### config.mk
export PLATFORM = sky130hd
export DESIGN_NAME = mem_req_arbiter_flat
export DESIGN_NICKNAME = d
export VERILOG_FILES = /design/src/rtl/mem_req_arbiter_pkg.sv /design/src/rtl/mem_req_arbiter_if.sv /design/src/rtl/mem_req_arbiter_rr_picker.sv /design/src/rtl/mem_req_arbiter.sv /design/src/flat_wrapper.sv
export SDC_FILE = /design/constraint.sdc
export NUM_CORES = 1
export LEC_CHECK = 0
export BUFFER_PORTS_ARGS = -buffer_cell sky130_fd_sc_hd__buf_2
export CORE_ASPECT_RATIO = 1.25
export CORE_MARGIN = 2
export CORE_UTILIZATION = 30
export DETAILED_ROUTE_END_ITERATION = 6
export GPL_ROUTABILITY_DRIVEN = 1
export PLACE_DENSITY = 0.61
export RECOVER_POWER = 50
export SYNTH_ARGS = -nofsm -noshare
export SYNTH_HDL_FRONTEND = slang
export SYNTH_SLANG_ARGS = --single-unit
### constraint.sdc
create_clock -name clk -period 3.7 [get_ports clk]
set_input_delay 0 -clock clk [delete_from_list [all_inputs] [get_ports clk]]
set_output_delay 0 -clock clk [all_outputs]
set_load 0.01 [all_outputs]
### src/rtl/mem_req_arbiter_pkg.sv
// mem_arb_pkg: shared types and sizing helpers for the memory request arbiter.
//   arb_state_e : arbiter FSM states (IDLE, ISSUE, RESP)
//   req_bits()  : width of a requester index for a given requester count
//   cnt_bits()  : width of the hold counter for a given HOLD_CYCLES
package mem_arb_pkg;

    typedef enum logic [1:0] {
        IDLE  = 2'd0,
        ISSUE = 2'd1,
        RESP  = 2'd2
    } arb_state_e;

    // A requester index is never narrower than one bit.
    function automatic int req_bits(input int num_req);
        return (num_req <= 2) ? 1 : $clog2(num_req);
    endfunction

    // The counter must hold HOLD_CYCLES-1; never narrower than one bit.
    function automatic int cnt_bits(input int hold_cycles);
        return (hold_cycles <= 1) ? 1 : $clog2(hold_cycles + 1);
    endfunction

endpackage

### src/rtl/mem_req_arbiter_if.sv
// mem_req_arbiter_if: requester-side and cache-controller-side signals of the
// arbiter bundled together.
//   master modport : requesters and cache controller (drive req*, mem_rdata)
//   slave modport  : the arbiter (drives ack, resp_rdata, grant_id, busy, mem_*)
interface mem_req_arbiter_if #(
    parameter int ADDR_WIDTH = 16,
    parameter int DATA_WIDTH = 32,
    parameter int NUM_REQ    = 4
) ();
    import mem_arb_pkg::*;

    localparam int REQ_BITS = req_bits(NUM_REQ);

    // Requester side
    logic [NUM_REQ-1:0]            req;
    logic [NUM_REQ-1:0]            req_wr;
    logic [NUM_REQ*ADDR_WIDTH-1:0] req_addr;
    logic [NUM_REQ*DATA_WIDTH-1:0] req_wdata;
    logic [NUM_REQ-1:0]            ack;
    logic [DATA_WIDTH-1:0]         resp_rdata;
    logic [REQ_BITS-1:0]           grant_id;
    logic                          busy;

    // Cache controller side
    logic                          mem_rd;
    logic                          mem_wr;
    logic [ADDR_WIDTH-1:0]         mem_addr;
    logic [DATA_WIDTH-1:0]         mem_wdata;
    logic [DATA_WIDTH-1:0]         mem_rdata;

    modport master (
        output req, req_wr, req_addr, req_wdata, mem_rdata,
        input  ack, resp_rdata, grant_id, busy,
        input  mem_rd, mem_wr, mem_addr, mem_wdata
    );

    modport slave (
        input  req, req_wr, req_addr, req_wdata, mem_rdata,
        output ack, resp_rdata, grant_id, busy,
        output mem_rd, mem_wr, mem_addr, mem_wdata
    );

endinterface

### src/rtl/mem_req_arbiter_rr_picker.sv
// rr_picker: combinational round-robin selector.
//   req_i    : request vector
//   last_i   : index of the previously granted requester
//   found_o  : at least one request is pending
//   winner_o : first pending requester searching last_i+1, last_i+2, ... mod NUM_REQ
// The request vector is rotated so that position 0 is last_i+1, the lowest set
// bit is located, and its position is rotated back to a requester index.
module rr_picker
    import mem_arb_pkg::*;
#(
    parameter int NUM_REQ  = 4,
    parameter int REQ_BITS = req_bits(NUM_REQ)
) (
    input  logic [NUM_REQ-1:0]  req_i,
    input  logic [REQ_BITS-1:0] last_i,
    output logic                found_o,
    output logic [REQ_BITS-1:0] winner_o
);

    // Modulo NUM_REQ for operands below 2*NUM_REQ.
    function automatic int wrap(input int k);
        return (k >= NUM_REQ) ? (k - NUM_REQ) : k;
    endfunction

    logic [NUM_REQ-1:0] rot;
    int                 pos;

    always_comb begin
        rot     = '0;
        found_o = 1'b0;
        pos     = 0;
        for (int j = 0; j < NUM_REQ; j++) begin
            rot[j] = req_i[wrap(int'(last_i) + 1 + j)];
        end
        // Scan downwards so the lowest set position is the one that sticks.
        for (int j = NUM_REQ - 1; j >= 0; j--) begin
            if (rot[j]) begin
                found_o = 1'b1;
                pos     = j;
            end
        end
        winner_o = REQ_BITS'(wrap(int'(last_i) + 1 + pos));
    end

endmodule

### src/rtl/mem_req_arbiter.sv
// mem_req_arbiter: shares one cache_controller port among NUM_REQ requesters.
//   clk   : clock, all state updates on posedge
//   rst_n : asynchronous active-low reset
//   bus   : slave modport of mem_req_arbiter_if
//           requester side  req/req_wr/req_addr/req_wdata in, ack/resp_rdata/
//                           grant_id/busy out
//           controller side mem_rd/mem_wr/mem_addr/mem_wdata out, mem_rdata in
// A round-robin winner is latched at grant, its command is driven for
// HOLD_CYCLES cycles, read data is captured on the last command edge and a
// one-cycle ack is returned to the winner.
module mem_req_arbiter
    import mem_arb_pkg::*;
#(
    parameter int ADDR_WIDTH  = 16,
    parameter int DATA_WIDTH  = 32,
    parameter int NUM_REQ     = 4,
    parameter int HOLD_CYCLES = 3
) (
    input  logic             clk,
    input  logic             rst_n,
    mem_req_arbiter_if.slave bus
);

    localparam int REQ_BITS = req_bits(NUM_REQ);
    localparam int CNT_W    = cnt_bits(HOLD_CYCLES);

    arb_state_e            state_q, state_d;
    logic [CNT_W-1:0]      cnt_q, cnt_d;
    logic                  wr_l_q, wr_l_d;
    logic [ADDR_WIDTH-1:0] addr_q, addr_d;
    logic [DATA_WIDTH-1:0] wdata_q, wdata_d;
    logic [DATA_WIDTH-1:0] rdata_q, rdata_d;
    logic [REQ_BITS-1:0]   grant_q, grant_d;
    logic [REQ_BITS-1:0]   last_q, last_d;
    logic [NUM_REQ-1:0]    ack_q, ack_d;
    logic                  mem_rd_q, mem_rd_d;
    logic                  mem_wr_q, mem_wr_d;

    logic                  found;
    logic [REQ_BITS-1:0]   winner;

    rr_picker #(
        .NUM_REQ  (NUM_REQ),
        .REQ_BITS (REQ_BITS)
    ) u_picker (
        .req_i    (bus.req),
        .last_i   (last_q),
        .found_o  (found),
        .winner_o (winner)
    );

    always_comb begin
        state_d  = state_q;
        cnt_d    = cnt_q;
        wr_l_d   = wr_l_q;
        addr_d   = addr_q;
        wdata_d  = wdata_q;
        rdata_d  = rdata_q;
        grant_d  = grant_q;
        last_d   = last_q;
        ack_d    = '0;
        mem_rd_d = mem_rd_q;
        mem_wr_d = mem_wr_q;

        unique case (state_q)
            IDLE: begin
                if (found) begin
                    // Payload is captured here; later requester changes are ignored.
                    wr_l_d   = bus.req_wr[winner];
                    addr_d   = bus.req_addr[winner*ADDR_WIDTH +: ADDR_WIDTH];
                    wdata_d  = bus.req_wdata[winner*DATA_WIDTH +: DATA_WIDTH];
                    grant_d  = winner;
                    last_d   = winner;
                    cnt_d    = CNT_W'(HOLD_CYCLES - 1);
                    // Command registers rise on the grant edge so they are
                    // high for every ISSUE cycle.
                    mem_rd_d = !bus.req_wr[winner];
                    mem_wr_d = bus.req_wr[winner];
                    state_d  = ISSUE;
                end
            end
            ISSUE: begin
                if (cnt_q != '0) begin
                    cnt_d = cnt_q - CNT_W'(1);
                end else begin
                    mem_rd_d       = 1'b0;
                    mem_wr_d       = 1'b0;
                    ack_d[grant_q] = 1'b1;
                    if (!wr_l_q) begin
                        rdata_d = bus.mem_rdata;
                    end
                    state_d = RESP;
                end
            end
            RESP: begin
                // Forces at least one IDLE cycle between grants.
                state_d = IDLE;
            end
            default: begin
                state_d = IDLE;
            end
        endcase
    end

    always_ff @(posedge clk or negedge rst_n) begin
        if (!rst_n) begin
            state_q  <= IDLE;
            cnt_q    <= '0;
            wr_l_q   <= 1'b0;
            addr_q   <= '0;
            wdata_q  <= '0;
            rdata_q  <= '0;
            grant_q  <= '0;
            last_q   <= REQ_BITS'(NUM_REQ - 1);
            ack_q    <= '0;
            mem_rd_q <= 1'b0;
            mem_wr_q <= 1'b0;
        end else begin
            state_q  <= state_d;
            cnt_q    <= cnt_d;
            wr_l_q   <= wr_l_d;
            addr_q   <= addr_d;
            wdata_q  <= wdata_d;
            rdata_q  <= rdata_d;
            grant_q  <= grant_d;
            last_q   <= last_d;
            ack_q    <= ack_d;
            mem_rd_q <= mem_rd_d;
            mem_wr_q <= mem_wr_d;
        end
    end

    assign bus.ack        = ack_q;
    assign bus.resp_rdata = rdata_q;
    assign bus.grant_id   = grant_q;
    assign bus.busy       = (state_q != IDLE);
    assign bus.mem_rd     = mem_rd_q;
    assign bus.mem_wr     = mem_wr_q;
    assign bus.mem_addr   = addr_q;
    assign bus.mem_wdata  = wdata_q;

endmodule
### src/flat_wrapper.sv
// flat-port wrapper written by rule: the top's interface ports become plain ports
module mem_req_arbiter_flat import mem_arb_pkg::*;
#(
    parameter int ADDR_WIDTH  = 16,
    parameter int DATA_WIDTH  = 32,
    parameter int NUM_REQ     = 4,
    parameter int HOLD_CYCLES = 3
)
  (clk, rst_n, bus_req, bus_req_wr, bus_req_addr, bus_req_wdata, bus_mem_rdata, bus_ack, bus_resp_rdata, bus_grant_id, bus_busy, bus_mem_rd, bus_mem_wr, bus_mem_addr, bus_mem_wdata);
  mem_req_arbiter_if #(.ADDR_WIDTH(ADDR_WIDTH), .DATA_WIDTH(DATA_WIDTH), .NUM_REQ(NUM_REQ)) bus_i ();
  input  logic clk;
  input  logic rst_n;
  input wire logic [$bits(bus_i.req)-1:0] bus_req;
  input wire logic [$bits(bus_i.req_wr)-1:0] bus_req_wr;
  input wire logic [$bits(bus_i.req_addr)-1:0] bus_req_addr;
  input wire logic [$bits(bus_i.req_wdata)-1:0] bus_req_wdata;
  input wire logic [$bits(bus_i.mem_rdata)-1:0] bus_mem_rdata;
  output wire logic [$bits(bus_i.ack)-1:0] bus_ack;
  output wire logic [$bits(bus_i.resp_rdata)-1:0] bus_resp_rdata;
  output wire logic [$bits(bus_i.grant_id)-1:0] bus_grant_id;
  output wire logic [$bits(bus_i.busy)-1:0] bus_busy;
  output wire logic [$bits(bus_i.mem_rd)-1:0] bus_mem_rd;
  output wire logic [$bits(bus_i.mem_wr)-1:0] bus_mem_wr;
  output wire logic [$bits(bus_i.mem_addr)-1:0] bus_mem_addr;
  output wire logic [$bits(bus_i.mem_wdata)-1:0] bus_mem_wdata;
  assign bus_i.req = bus_req;
  assign bus_i.req_wr = bus_req_wr;
  assign bus_i.req_addr = bus_req_addr;
  assign bus_i.req_wdata = bus_req_wdata;
  assign bus_i.mem_rdata = bus_mem_rdata;
  assign bus_ack = bus_i.ack;
  assign bus_resp_rdata = bus_i.resp_rdata;
  assign bus_grant_id = bus_i.grant_id;
  assign bus_busy = bus_i.busy;
  assign bus_mem_rd = bus_i.mem_rd;
  assign bus_mem_wr = bus_i.mem_wr;
  assign bus_mem_addr = bus_i.mem_addr;
  assign bus_mem_wdata = bus_i.mem_wdata;
  mem_req_arbiter #(.ADDR_WIDTH(ADDR_WIDTH), .DATA_WIDTH(DATA_WIDTH), .NUM_REQ(NUM_REQ), .HOLD_CYCLES(HOLD_CYCLES)) u_core (.clk(clk), .rst_n(rst_n), .bus(bus_i));
endmodule
# == Word level (Yosys, flattened, before mapping) ==
# Index checks and enable logic that the tools add are counted.
# word_totals
inputBits,234
regBits,95
word_cells,95
# op_classes
n_bitwise,2
shifts,2
n_reduce_logical,11
n_eq_ne,4
magnitude_cmp,12
n_addsub,11
mux,42
# ops
op,count
$mux W32,7
$ge A32 B4 Y1 const B,5
$lt A32 B4 Y1 const B,4
$shiftx A128 B8 Y32,1
$sub A32 B4 Y32 const B,4
$add A32 B3 Y32 const B,2
$shiftx A64 B7 Y16,1
$add A32 B2 Y32 const B,1
$add A4 B32 Y32,1
$mux W1,17
$mux W2,6
$bmux W1 S2,5
$reduce_and A3 Y1,3
$mux W4,2
$pmux W2 S2,2
$lt A2 B3 Y1 const B,2
$reduce_bool A2 Y1,3
$ne A2 B1 Y1 const B,2
$pmux W1 S2,2
$reduce_and A2 Y1,2
$sub A2 B1 Y2 const B,2
$add A2 B1 Y3 const B,1
$demux W1 S2,1
$eq A2 B1 Y1 const B,1
other kinds (6),7

# == Logic depth before layout (Yosys ltp) ==
# Gate-level depths: netlist (run 1).
# depth
depth_word,19
depth_mapped,13
ltp_nobuf,11

# == Hierarchy ==
# From an unflattened synthesis (run 1), not the netlist that was laid out.
# unflattened
cells_unflattened,423
area_unflattened_um2,4993.5
# by_module_without_submodules
module,area_per_inst_um2,instances,cells_each
mem_req_arbiter,4814.6,1,397
rr_picker,178.9,1,26

# == Least setup slack after synthesis (run 1) ==
# Ideal clock, no wire load.
# synth_timing
path_type,register -> register
start,register u_core.last_q[1]
end,register u_core.wdata_q[22] (netlist: u_core.bus.mem_wdata[22])
arrival_time_ps,2508
stages_incl_launch_ff,12
required_time_ps,3605
setup_slack_ps,1097
path_cell_list,dfstp_2 nand2_1 a2bb2oi_1 o22ai_1 nor2_1 a21oi_1 ha_1 clkbuf_1 clkbuf_1 clkbuf_1 a221oi_1 o31ai_1
# synth_via
elab_chain_len,15
# synth_lines
element,line_no,text
start: declaration,mem_req_arbiter.sv:34,"logic [REQ_BITS-1:0] last_q, last_d;"
start signal: assignment,mem_req_arbiter.sv:114,last_q <= REQ_BITS'(NUM_REQ - 1);
start signal: assignment,mem_req_arbiter.sv:126,last_q <= last_d;
$add A2 B1 Y3 *,"mem_req_arbiter_rr_picker.sv:33, mem_req_arbiter_rr_picker.sv:42",
$add A32 B3 Y32,mem_req_arbiter_rr_picker.sv:33,rot[j] = req_i[wrap(int'(last_i) + 1 + j)];
$sub A32 B4 Y32 or $ge A32 B4 Y1 (tied branches),mem_req_arbiter_rr_picker.sv:22,return (k >= NUM_REQ) ? (k - NUM_REQ) : k;
$mux W32,mem_req_arbiter_rr_picker.sv:22,
$bmux W1 S2,mem_req_arbiter_rr_picker.sv:33,
$mux W1 (not written as such) (2 in series),mem_req_arbiter_rr_picker.sv:33,
$mux W2,mem_req_arbiter_rr_picker.sv:37,if (rot[j]) begin
$mux W32 (3 in series),mem_req_arbiter_rr_picker.sv:37,
$add A4 B32 Y32 *,mem_req_arbiter_rr_picker.sv:42,winner_o = REQ_BITS'(wrap(int'(last_i) + 1 + pos));
$ge A32 B4 Y1 or $sub A2 B1 Y2 (tied branches),mem_req_arbiter_rr_picker.sv:22,
$mux W2 *,mem_req_arbiter_rr_picker.sv:22,
named net u_core.u_picker.winner_o[0],mem_req_arbiter_rr_picker.sv:17,output logic [REQ_BITS-1:0] winner_o
$shiftx A128 B8 Y32 *,mem_req_arbiter.sv:71,wdata_d = bus.req_wdata[winner*DATA_WIDTH +: DATA_WIDTH];
end signal: assignment,mem_req_arbiter.sv:123,wdata_q <= wdata_d;
end: declaration,mem_req_arbiter.sv:31,"logic [DATA_WIDTH-1:0] wdata_q, wdata_d;"
# The timed path passes the listed nets; every way through them passes the cells marked *. The select of a mux whose other input is x is not followed.
# A chain may end at the register's enable or synchronous reset.

# == Final worst setup path (run 1) ==
# layout_timing
start,register u_core.last_q[1]
end,register u_core.wdata_q[0] (netlist: u_core.bus.mem_wdata[0])
# layout_via
elab_chain_len,15
# layout_lines
element,line_no
$add A2 B1 Y3 *,"mem_req_arbiter_rr_picker.sv:33, mem_req_arbiter_rr_picker.sv:42"
$add A32 B3 Y32,mem_req_arbiter_rr_picker.sv:33
$sub A32 B4 Y32 or $ge A32 B4 Y1 (tied branches),mem_req_arbiter_rr_picker.sv:22
$mux W32,mem_req_arbiter_rr_picker.sv:22
$bmux W1 S2,mem_req_arbiter_rr_picker.sv:33
$mux W1 (not written as such) (2 in series),mem_req_arbiter_rr_picker.sv:33
$mux W2,mem_req_arbiter_rr_picker.sv:37
$mux W32 (3 in series),mem_req_arbiter_rr_picker.sv:37
$add A4 B32 Y32,mem_req_arbiter_rr_picker.sv:42
$ge A32 B4 Y1 or $sub A2 B1 Y2 (tied branches),mem_req_arbiter_rr_picker.sv:22
$mux W2,mem_req_arbiter_rr_picker.sv:22
$shiftx A128 B8 Y32,mem_req_arbiter.sv:71
# Every way passes the cells marked *; elsewhere a longest branch is shown, timed or not. The select of a mux whose other input is x is not followed.

==> metrics.md, run 1 <==
| Metric | Value |
|---|---|
| Filler cell count | `1817` |
| Gpl congestion | `0.8447` |
| DR vias/cell | `5.025` |
| Detail Route Antenna Nets | `0` |
| Worst Path Arrival | `3.22 ns` |
| Post-synthesis net count | `782` |
| Pre-antenna DRT Iters | `4` |
| CP Max Fanout | `27` |
| Final Critical Period | `3.032 ns` |
| Slew @ Worst Pin | `1.614 ns` |
| Commonest non-fill, non-tap cell in the layout | `buf_2` |
| Area of the multi-input gates | `2878 µm²` |
| Largest net degree at the start of global routing | `139` |
| Yosys reg bits | `95` |
| Die area | `19460 µm²` |
| Outcome | `finished, violations left` |
| Setup TNS | `0 ns` |
| Rel. slew slack | `-0.07590` |
| Initial antenna violation count | `0` |
| # setup viols final | `0` |
| Die height | `155.5 µm` |
| Max-slew violation count | `66` |
| WS Path Type | `flip-flop to flip-flop` |
| Area delta synth->final | `42.02%` |
| Initial Util | `0.3053` |
| Post-cts sizing count | `0` |
| Hold Slack | `0.01081 ns` |
| Syn avg cell area | `10.08 µm²` |
| Final wirelength | `17770 µm` |
| Proportion of layout cells with a drive suffix above 1 | `0.3647` |
| Drt wl/cell | `16.15 µm` |
| Clock root buffer | `clkbuf_16` |
| First-pass GRT wire length | `27660 µm` |
| Syn. warnings | `0` |
| Final Net Count | `1103` |
| Part of the Yosys area used for sequential elements | `0.4323` |
| Fmax | `329.8 MHz` |
| Final critical-path share of the clock period | `0.8194` |
| Clock-pin slew on the worst setup and hold paths | `0.07 ns` |
| Via count | `5527` |
| Register area | `2380 µm²` |
| TritonCTS clock tree | `built` |
| Core box area | `18030 µm²` |
| Post-CTS Setup Bufs | `0` |
| Synth cell types | `46` |
| Worst Path Required | `3.89 ns` |
| Most frequent cells in the layout | `buf_2, nor2b_1, dfrtp_1` |
| Synth area leader | `dfrtp_1` |
| Die X | `125.2 µm` |
| # port buffers | `322` |
| Num CTS Buffers | `9` |
| CTS Sinks | `95` |
| Synthesized area | `5505 µm²` |
| Htree depth | `3` |
| Cells after Synth | `546` |
| Leak | `3.421 nW` |
| Peak supply drop | `0.9644 mV` |
| Dominant cells by area after synthesis | `dfrtp_1, nor2b_1, a221oi_1` |
| Power density over the cells | `1041 nW/µm²` |
| Critical Path End Type | `flip-flop` |
| DRC Markers | `0` |
| Global route overflow | `0` |
| Io pins | `323` |
| Final setup skew | `0.01373 ns` |
| Failing checks | `max-capacitance violations, max-slew violations` |
| Final hold viol count | `0` |
| Core Rows | `55` |
| Fin util | `0.4337` |
| Maxcap violations | `1` |
| RSZ-0062 raised after global routing | `false` |
| N_diodes | `0` |
| Hpwl dp | `12450 µm` |
| DR iter-0 viols | `233` |
| CP startpoint kind | `flip-flop` |
| Global-route usage over all layers | `0.1747` |
| Worst-Skew Late Latency | `0.35 ns` |
| Clk buf depth | `2` |
| Number of global-route vias before repair | `5380` |
| Yosys top cell area share | `0.4227` |
| Hold_buf cts | `34` |
| Worst hold-check path type | `input pin to flip-flop` |
-- routing by layer --
metal	wire (µm)	vias up	global-route usage	part of all wire
met2	8928	216	0.3155	0.50
met4	254	0	0.04392	0.014
met5	0	-	0	0
met1	7380	2577	0.2098	0.42
li1	-	2715	-	-
met3	1202	19	0.04058	0.068
-- final cells by class --
class | count | share of cell area
inverter | 6 | 0.002880
clock buffer | 10 | 0.03056
multi-input combinational | 388 | 0.3681
tap | 228 | 0.03649
sequential | 95 | 0.3044
clock inverter | 6 | 0.009922
timing repair buffer | 367 | 0.2477
-- through the flow --
step | std cells | total power [mW] | cell area [µm²] | setup slack (ns)
after CTS | 1100 | 8.339 | 7931 | 0.6608
after floorplan | 546 | 5.810 | 5505 | 1.097
after detailed placement | 1050 | 7.312 | 7274 | 0.6670
after global routing | 1100 | 8.898 | 7819 | 0.4293
after global placement | 1050 | 7.230 | 7274 | 0.7442
final | 1100 | 8.142 | 7819 | 0.6681
-- synth_stat cells (all sizes together) --
master,count
o211ai,1
xnor2,3
clkbuf,45
o22ai,2
a2111oi,48
inv,6
or3,1
or3b,1
o211a,1
nand3b,1
buf,12
a221oi,48
or2,1
dfrtp,93
a21boi,1
mux2i,2
mux2,32
o21a,1
nor3b,1
nand2b,1
a21o,2
o21ai,8
nand3,4
ha,2
nor3,4
and3,2
nor2,9
a2bb2oi,1
nand2,58
a21oi,6
dfstp,2
o31ai,51
nor2b,96
-- worst paths after layout --
check	startpoint	slack, ns	depth (start not counted)	end
setup / recovery	u_core.last_q[1]	0.67	12	u_core.bus.mem_wdata[0]
hold reg to reg	u_core.bus.mem_wdata[19]	0.48	2	u_core.bus.mem_wdata[19]
setup reg to reg	u_core.last_q[1]	0.67	12	u_core.bus.mem_wdata[0]
max in group asynchronous	rst_n	1.87	3	u_core.bus.resp_rdata[13]
min in group asynchronous	rst_n	0.63	2	u_core.bus.resp_rdata[6]
hold / removal	bus_req_wdata[118]	0.01	3	u_core.bus.mem_wdata[22]
-- power by group --
part	switching [mW]	internal, mW	leakage [nW]	total [mW]
clock network	0.434	0.555	0.153	0.989
logic	3.25	2.01	2.12	5.26
registers	0.286	1.60	1.15	1.89
-- worst max-delay path, stage by stage, from the launching register on --
cell	delay, ns
dfstp_2	0.59
nand2_1	0.08
a2bb2oi_1	0.16
o22ai_1	0.09
nor2_1	0.09
a21oi_1	0.07
ha_4	0.17
xnor2_1	0.15
xnor2_1	0.40
o21ai_4	0.32
buf_4	0.34
a221oi_1	0.30
o31ai_1	0.12
-- flip-flops by register name, summed over array words and instances (netlist names), 2 cells and up --
register               cells
u_core.bus.ack             4
u_core.bus.grant_id        2
u_core.bus.resp_rdata     32
u_core.cnt_q               2
u_core.bus.mem_addr       16
u_core.bus.mem_wdata      32
u_core.last_q              2
u_core.state_q             2
-- cell families (layout without fill, tap and decap cells) --
| group | after synthesis | after routing | share of synthesized area |
|---|---|---|---|
| mux | 34 | 34 | 0.06909 |
| simple gates | 179 | 179 | 0.1757 |
| flops | 95 | 95 | 0.4323 |
| xor+xnor | 3 | 3 | 0.004774 |
| fa+ha+maj | 2 | 2 | 0.004545 |
| buf+inv | 63 | 389 | 0.05295 |
| compound gates | 170 | 170 | 0.2607 |
Power figures use the tool's default switching activity.
==> inputs of run 2 (changes only) <==
==> constraint.sdc (replaced) <==
create_clock -name clk -period 2.9 [get_ports clk]
set_input_delay 0 -clock clk [delete_from_list [all_inputs] [get_ports clk]]
set_output_delay 0 -clock clk [all_outputs]
set_load 0.01 [all_outputs]
==> metrics.md, run 2 (synthesis gave the netlist of run 1 again) <==
| Metric | Value |
|---|---|
| Slew @ Worst Pin | `1.785 ns (+0.1713 ns)` |
| Detail Route Antenna Nets | `0 (unchanged)` |
| CP max-delay cell | `dfstp_2` |
| Setup slack after layout | `0.1348 ns (-0.5333 ns)` |
| CP startpoint kind | `flip-flop` |
| Worst hold-check path type | `input pin to flip-flop` |
| Final Net Count | `1106 (+0.27%)` |
| Max-slew violation count | `71 (+7.6%)` |
| Number of global-route vias before repair | `5455 (+1.4%)` |
| Largest net degree at the start of global routing | `110 (-21%)` |
| Final critical-path share of the clock period | `0.9535 (+0.1341)` |
| Max stage delay on crit path | `0.60 ns (about the same)` |
| Rel. slew slack | `-0.1901 (-0.1142)` |
| CP delay by family, top | `compound AO/OA/AOI/OAI gates` |
| Post-CTS Setup Bufs | `0 (unchanged)` |
| RSZ-0062 raised after global routing | `true` |
| Maxcap violations | `1 (unchanged)` |
| Global-route usage over all layers | `0.1747 (about the same)` |
| Critical path, cell by cell | `nand2_1 -> a2bb2oi_1 -> o22ai_1 -> nor2_1 -> a21oi_1 -> ha_4 -> xnor2_2 -> xnor2_2 -> nor3_4 -> buf_4 -> a2111oi_0 -> o31ai_1` |
| Worst Path Arrival | `2.95 ns (-0.27 ns)` |
| Final setup skew | `0.007089 ns (-0.006640 ns)` |
| Pre-CTS WS | `0.03984 ns (-0.6271 ns)` |
| Setup TNS | `0 ns (unchanged)` |
| Met3 WL | `1194 µm (-0.67%)` |
| DR iter-0 viols | `265 (+14%)` |
| Commonest non-fill, non-tap cell in the layout | `buf_2` |
| Drt wl/cell | `16.29 µm (+0.86%)` |
| Area delta synth->final | `44.73%` |
| CP Max Fanout | `25 (-7.4%)` |
| Peak supply drop | `0.7315 mV (-24%)` |
| Gpl congestion | `0.8278 (-2.0%)` |
| Die height | `155.5 µm (unchanged)` |
| Most frequent CP cell | `xnor2_2` |
| M1 WL | `7532 µm (+2.1%)` |
| Worst-Skew Late Latency | `0.34 ns (about the same)` |
| Die X | `125.2 µm (unchanged)` |
| Failing checks | `max-capacitance violations, max-slew violations` |
| Proportion of layout cells with a drive suffix above 1 | `0.3749 (+0.01018)` |
| DRC Markers | `0 (unchanged)` |
| Core Rows | `55 (unchanged)` |
| Critical Path End Type | `flip-flop` |
| Final Critical Period | `2.765 ns (-0.2667 ns)` |
| Leak | `3.471 nW (+1.4%)` |
| Outcome | `finished, violations left` |
| N_diodes | `0 (unchanged)` |
| Via count | `5532 (+0.090%)` |
| First-pass GRT wire length | `27660 µm (about the same)` |
| Die area | `19460 µm² (unchanged)` |
| WS Path Type | `flip-flop to flip-flop` |
| Met2 routed WL | `8905 µm (-0.26%)` |
| Clock-pin slew on the worst setup and hold paths | `0.07 ns (about the same)` |
| TritonCTS clock tree | `built` |
| Clock root buffer | `clkbuf_16` |
| Power density over the cells | `1362 nW/µm² (+31%)` |
| Htree depth | `3 (unchanged)` |
| Initial antenna violation count | `0 (unchanged)` |
| Final wirelength | `17970 µm (+1.1%)` |
| DR vias/cell | `5.015 (-0.18%)` |
| Final hold viol count | `0 (unchanged)` |
| # setup viols final | `0 (unchanged)` |
| Fmax | `361.6 MHz (+9.6%)` |
| Global route overflow | `0 (unchanged)` |
| Hpwl dp | `12630 µm (+1.5%)` |
| CTS Sinks | `95 (unchanged)` |
| Num CTS Buffers | `9 (unchanged)` |
| Core box area | `18030 µm² (unchanged)` |
| Most frequent cells in the layout | `buf_2, nor2b_1, dfrtp_1` |
| Io pins | `323 (unchanged)` |
| Worst Path Required | `3.09 ns (-0.80 ns)` |
| Pre-antenna DRT Iters | `4 (unchanged)` |
| Initial Util | `0.3053 (unchanged)` |
| Clk buf depth | `2 (unchanged)` |
| Number of buffers and inverters on the critical path | `1 (unchanged)` |
| # port buffers | `322 (unchanged)` |
| Highest metal layer with signal wires | `met4` |
[run 2: cell count changes in the layout (fill, tap and decap cells not counted), sizes merged]
cell / delta
clkbuf: +1
dlygate4sd3: +1
clkinv: -1
buf: +2
[run 2: area by class of cell]
class | instances | area, µm²
Fill cell | 1817 | 10060
Multi-Input combinational cell | 388 | 2958
Sequential cell | 95 | 2380
Timing Repair Buffer | 370 | 2016
Tap cell | 228 | 285.3
Clock buffer | 11 | 242.7
Clock inverter | 5 | 63.81
Inverter | 6 | 22.52
[run 2: worst register-to-register path, stage by stage (launching register included)]
cell	delay, ns
dfstp_2	0.60
nand2_1	0.09
a2bb2oi_1	0.15
o22ai_1	0.10
nor2_1	0.09
a21oi_1	0.07
ha_4	0.18
xnor2_2	0.27
xnor2_2	0.21
nor3_4	0.07
buf_4	0.24
a2111oi_0	0.44
o31ai_1	0.11
[run 2: worst paths after layout]
path                            slack, ns                        to                     start  cells past startpoint
worst min-delay path                0.008   u_core.bus.mem_addr[12]          bus_req_addr[60]                      3
worst max-delay path                 0.13   u_core.bus.mem_addr[15]          u_core.last_q[1]                     12
worst min register to register       0.48  u_core.bus.mem_wdata[16]  u_core.bus.mem_wdata[16]                      2
max in group asynchronous            1.13  u_core.bus.mem_wdata[20]                     rst_n                      3
min in group asynchronous            0.67  u_core.bus.resp_rdata[1]                     rst_n                      2
worst max register to register       0.13   u_core.bus.mem_addr[15]          u_core.last_q[1]                     12
[run 2: repair_timing]
action / 4_1_cts / 5_1_grt
resized for setup: 0 / 29
hold buffers: 35 / 0
endpoints found under the hold margin: 100 / 0
endpoints found under the setup margin: 0 / 46
[run 2: through the flow]
stage / cell area (µm²) / total power [mW] / instances / hold WS (ns) / utilization
2_1_floorplan: 5505 / 7.413 / 546 / -0.2956 / -
3_3_place_gp: 7340 / 9.397 / 1052 / 0.1945 / 0.4071
3_5_place_dp: 7340 / 9.484 / 1052 / 0.1964 / 0.4071
4_1_cts: 7996 / 10.79 / 1103 / 0.001071 / 0.4435
5_1_grt: 7968 / 11.77 / 1103 / 0.01868 / 0.4419
6_report: 7968 / 10.85 / 1103 / 0.007966 / 0.4419
[run 2: per-layer routing]
metal / global-route usage / vias up
li1: - / 2722
met1: 0.2096 / 2575
met2: 0.3087 / 211
met3: 0.04264 / 24
met4: 0.05450 / 0
met5: 0 / -
[run 2: report_power, final]
part / switching (mW) / leakage [nW] / total, mW / internal, mW
sequential: 0.362 / 1.15 / 2.41 / 2.05
combinational: 4.31 / 2.17 / 7.20 / 2.89
clock: 0.543 / 0.147 / 1.24 / 0.701
total: 5.21 / 3.47 / 10.8 / 5.64
==> inputs of run 3 (changes only) <==
--- a/config.mk
+++ b/config.mk
@@ -11,7 +11,7 @@
 export CORE_UTILIZATION = 30
 export DETAILED_ROUTE_END_ITERATION = 6
 export GPL_ROUTABILITY_DRIVEN = 1
-export PLACE_DENSITY = 0.61
+export PLACE_DENSITY = 0.63
 export RECOVER_POWER = 50
 export SYNTH_ARGS = -nofsm -noshare
 export SYNTH_HDL_FRONTEND = slang
==> constraint.sdc (replaced) <==
create_clock -name clk -period 2.4 [get_ports clk]
set_input_delay 0 -clock clk [delete_from_list [all_inputs] [get_ports clk]]
set_output_delay 0 -clock clk [all_outputs]
set_load 0.01 [all_outputs]
==> metrics.md, run 3 (synthesis gave the netlist of run 1 again) <==
| Metric | Value |
|---|---|
| Final critical-path share of the clock period | `1.097 (+0.1432)` |
| Final Power | `16.40 mW (+51%)` |
| Largest net degree at the start of global routing | `110 (unchanged)` |
| Setup TNS | `-9.414 ns (-9.414 ns)` |
| Worst hold-check path type | `input pin to flip-flop` |
| Setup slack after layout | `-0.2323 ns (-0.3670 ns)` |
| Failing checks | `negative setup slack` |
| Initial antenna violation count | `1 (+1)` |
| DRC Markers | `0 (unchanged)` |
| Pre-CTS WS | `-0.3177 ns (-0.3575 ns)` |
| Power density over the cells | `1822 nW/µm² (+34%)` |
| Die height | `155.5 µm (unchanged)` |
| Clock-pin slew on the worst setup and hold paths | `0.07 ns (about the same)` |
| RSZ-0062 raised after global routing | `true` |
| Commonest non-fill, non-tap cell in the layout | `buf_2` |
| Die X | `125.2 µm (unchanged)` |
| DR iter-0 viols | `237 (-11%)` |
| CP Max Fanout | `23 (-8.0%)` |
| Clk buf depth | `2 (unchanged)` |
| First-pass GRT wire length | `29100 µm (+5.2%)` |
| Critical Path End Type | `flip-flop` |
| Htree depth | `3 (unchanged)` |
| Area delta synth->final | `63.52%` |
| CP delay by family, top | `compound AO/OA/AOI/OAI gates` |
| Global route overflow | `0 (unchanged)` |
| Most frequent cells in the layout | `buf_2, nor2b_1, dfrtp_1` |
| TritonCTS clock tree | `built` |
| Hpwl dp | `13380 µm (+5.9%)` |
| Number of buffers and inverters on the critical path | `2 (+1)` |
| # port buffers | `322 (unchanged)` |
| Placed inst area | `7511 µm² (+2.3%)` |
| Leak | `3.802 nW (+9.5%)` |
| Max stage delay on crit path | `0.57 ns (-0.03 ns)` |
| DR vias/cell | `5.097 (+1.6%)` |
| Peak supply drop | `1.033 mV (+41%)` |
| CP max-delay cell | `dfstp_2` |
| Pre-antenna DRT Iters | `4 (unchanged)` |
| Core Rows | `55 (unchanged)` |
| Rel. slew slack | `0.3051 (+0.4952)` |
| Worst Path Arrival | `2.82 ns (-0.13 ns)` |
| Detail Route Antenna Nets | `0 (unchanged)` |
| Core box area | `18030 µm² (unchanged)` |
| Slew @ Worst Pin | `1.042 ns (-0.7428 ns)` |
| Worst-Skew Late Latency | `0.35 ns (about the same)` |
| Outcome | `finished, violations left` |
| Clock root buffer | `clkbuf_16` |
| Critical path, cell by cell | `nand2_2 -> a2bb2oi_2 -> o22ai_1 -> nor2_1 -> a21oi_2 -> ha_4 -> xnor2_4 -> buf_6 -> xnor2_4 -> nor3_4 -> buf_8 -> a2111oi_1 -> o31ai_1` |
| Final setup skew | `0.01140 ns (+0.004307 ns)` |
| # setup viols final | `52 (+52)` |
| Max-slew violation count | `0 (-100%)` |
| Final Net Count | `1132 (+2.4%)` |
| Io pins | `323 (unchanged)` |
| WS Path Type | `flip-flop to flip-flop` |
| CTS Sinks | `95 (unchanged)` |
| Proportion of layout cells with a drive suffix above 1 | `0.4661 (+0.09129)` |
| Initial Util | `0.3053 (unchanged)` |
| Fmax | `379.9 MHz (+5.1%)` |
| Die area | `19460 µm² (unchanged)` |
| Most frequent CP cell | `xnor2_4` |
| Flop2flop setup slack | `-0.23 ns (-0.37 ns)` |
| Via count | `5760 (+4.1%)` |
| Global-route usage over all layers | `0.1857 (+0.01100)` |
| Number of global-route vias before repair | `5756 (+5.5%)` |
| Gpl congestion | `0.8423 (+1.8%)` |
| Filler cell count | `1726 (-5.0%)` |
| CP startpoint kind | `flip-flop` |
| Final Critical Period | `2.632 ns (-0.1330 ns)` |
| Final wirelength | `20120 µm (+12%)` |
| Final hold viol count | `0 (unchanged)` |
| Drt wl/cell | `17.81 µm (+9.3%)` |
| Design area | `9002 µm² (+13%)` |
| Num CTS Buffers | `9 (unchanged)` |
| Maxcap violations | `0 (-1)` |
| Worst Path Required | `2.59 ns (-0.50 ns)` |
-- run 3: changes by cell type in the layout (fill, tap and decap cells not counted), moves of 5 or more --
cell	previous run	this run
a2111oi_4	0	13
a2111oi_1	16	3
a221oi_2	3	29
a2111oi_2	12	31
buf_12	5	12
clkbuf_16	9	14
dlygate4sd3_1	35	41
a221oi_1	45	19
clkbuf_1	89	80
buf_2	233	242
a2111oi_0	20	1
-- run 3: timing repair --
item / in CTS / in global routing
resized for setup: 75 / 59
hold buffers: 41 / 0
gates cloned: 0 / 6
setup endpoints to repair: 51 / 53
setup buffers: 1 / 3
pin swaps: 0 / 5
hold endpoints to repair: 74 / 0
-- run 3: worst min-delay path, cell delays in order --
cell       delay [ns]
buf_2            0.08
a2111oi_2        0.05
o31ai_1          0.18
-- run 3: report_power, final --
part	internal, mW	total [mW]	switching [mW]
Clock	1.03	1.68	0.652
Combinational	5.19	11.8	6.62
Sequential	2.47	2.92	0.443
Total	8.69	16.4	7.71
-- run 3: path summary, 6_finish.rpt --
kind                                   startpoint                  endpoint  cells past startpoint
setup / recovery                 u_core.last_q[1]  u_core.bus.mem_wdata[19]                     13
hold / removal                 bus_req_wdata[109]  u_core.bus.mem_wdata[13]                      3
setup reg to reg                 u_core.last_q[1]  u_core.bus.mem_wdata[19]                     13
hold reg to reg            u_core.bus.mem_addr[1]    u_core.bus.mem_addr[1]                      2
max in group asynchronous                   rst_n          u_core.last_q[0]                      3
min in group asynchronous                   rst_n  u_core.bus.mem_wdata[27]                      2
-- run 3: per-layer routing --
metal	global-route usage	vias to the layer above	wire, µm	share of wire
li1	-	2784	-	-
met1	0.2168	2721	8104	0.40
met2	0.3307	212	10300	0.51
met3	0.03232	43	1039	0.052
met4	0.08783	0	680	0.034
met5	0	-	0	0
-- run 3: cell type report --
| class | instances | area [µm²] | area share |
|---|---|---|---|
| timing repair buffer | 396 | 2435 | 0.2705 |
| multi-input combinational | 388 | 3533 | 0.3925 |
| sequential | 95 | 2380 | 0.2644 |
| inverter | 6 | 22.52 | 0.002502 |
| clock buffer | 10 | 229.0 | 0.02543 |
| antenna | 1 | 2.502 | 0.0002780 |
| tap | 228 | 285.3 | 0.03169 |
| clock inverter | 6 | 115.1 | 0.01279 |
-- run 3: metrics by stage --
step           hold WS, ns  cells  utilization
2_1_floorplan      -0.2956    546            -
3_3_place_gp    -0.0007470   1062       0.4166
3_5_place_dp      0.001664   1062       0.4166
4_1_cts         0.00008046   1120       0.4757
5_1_grt           0.006926   1130       0.4993
6_report          0.002007   1130       0.4993
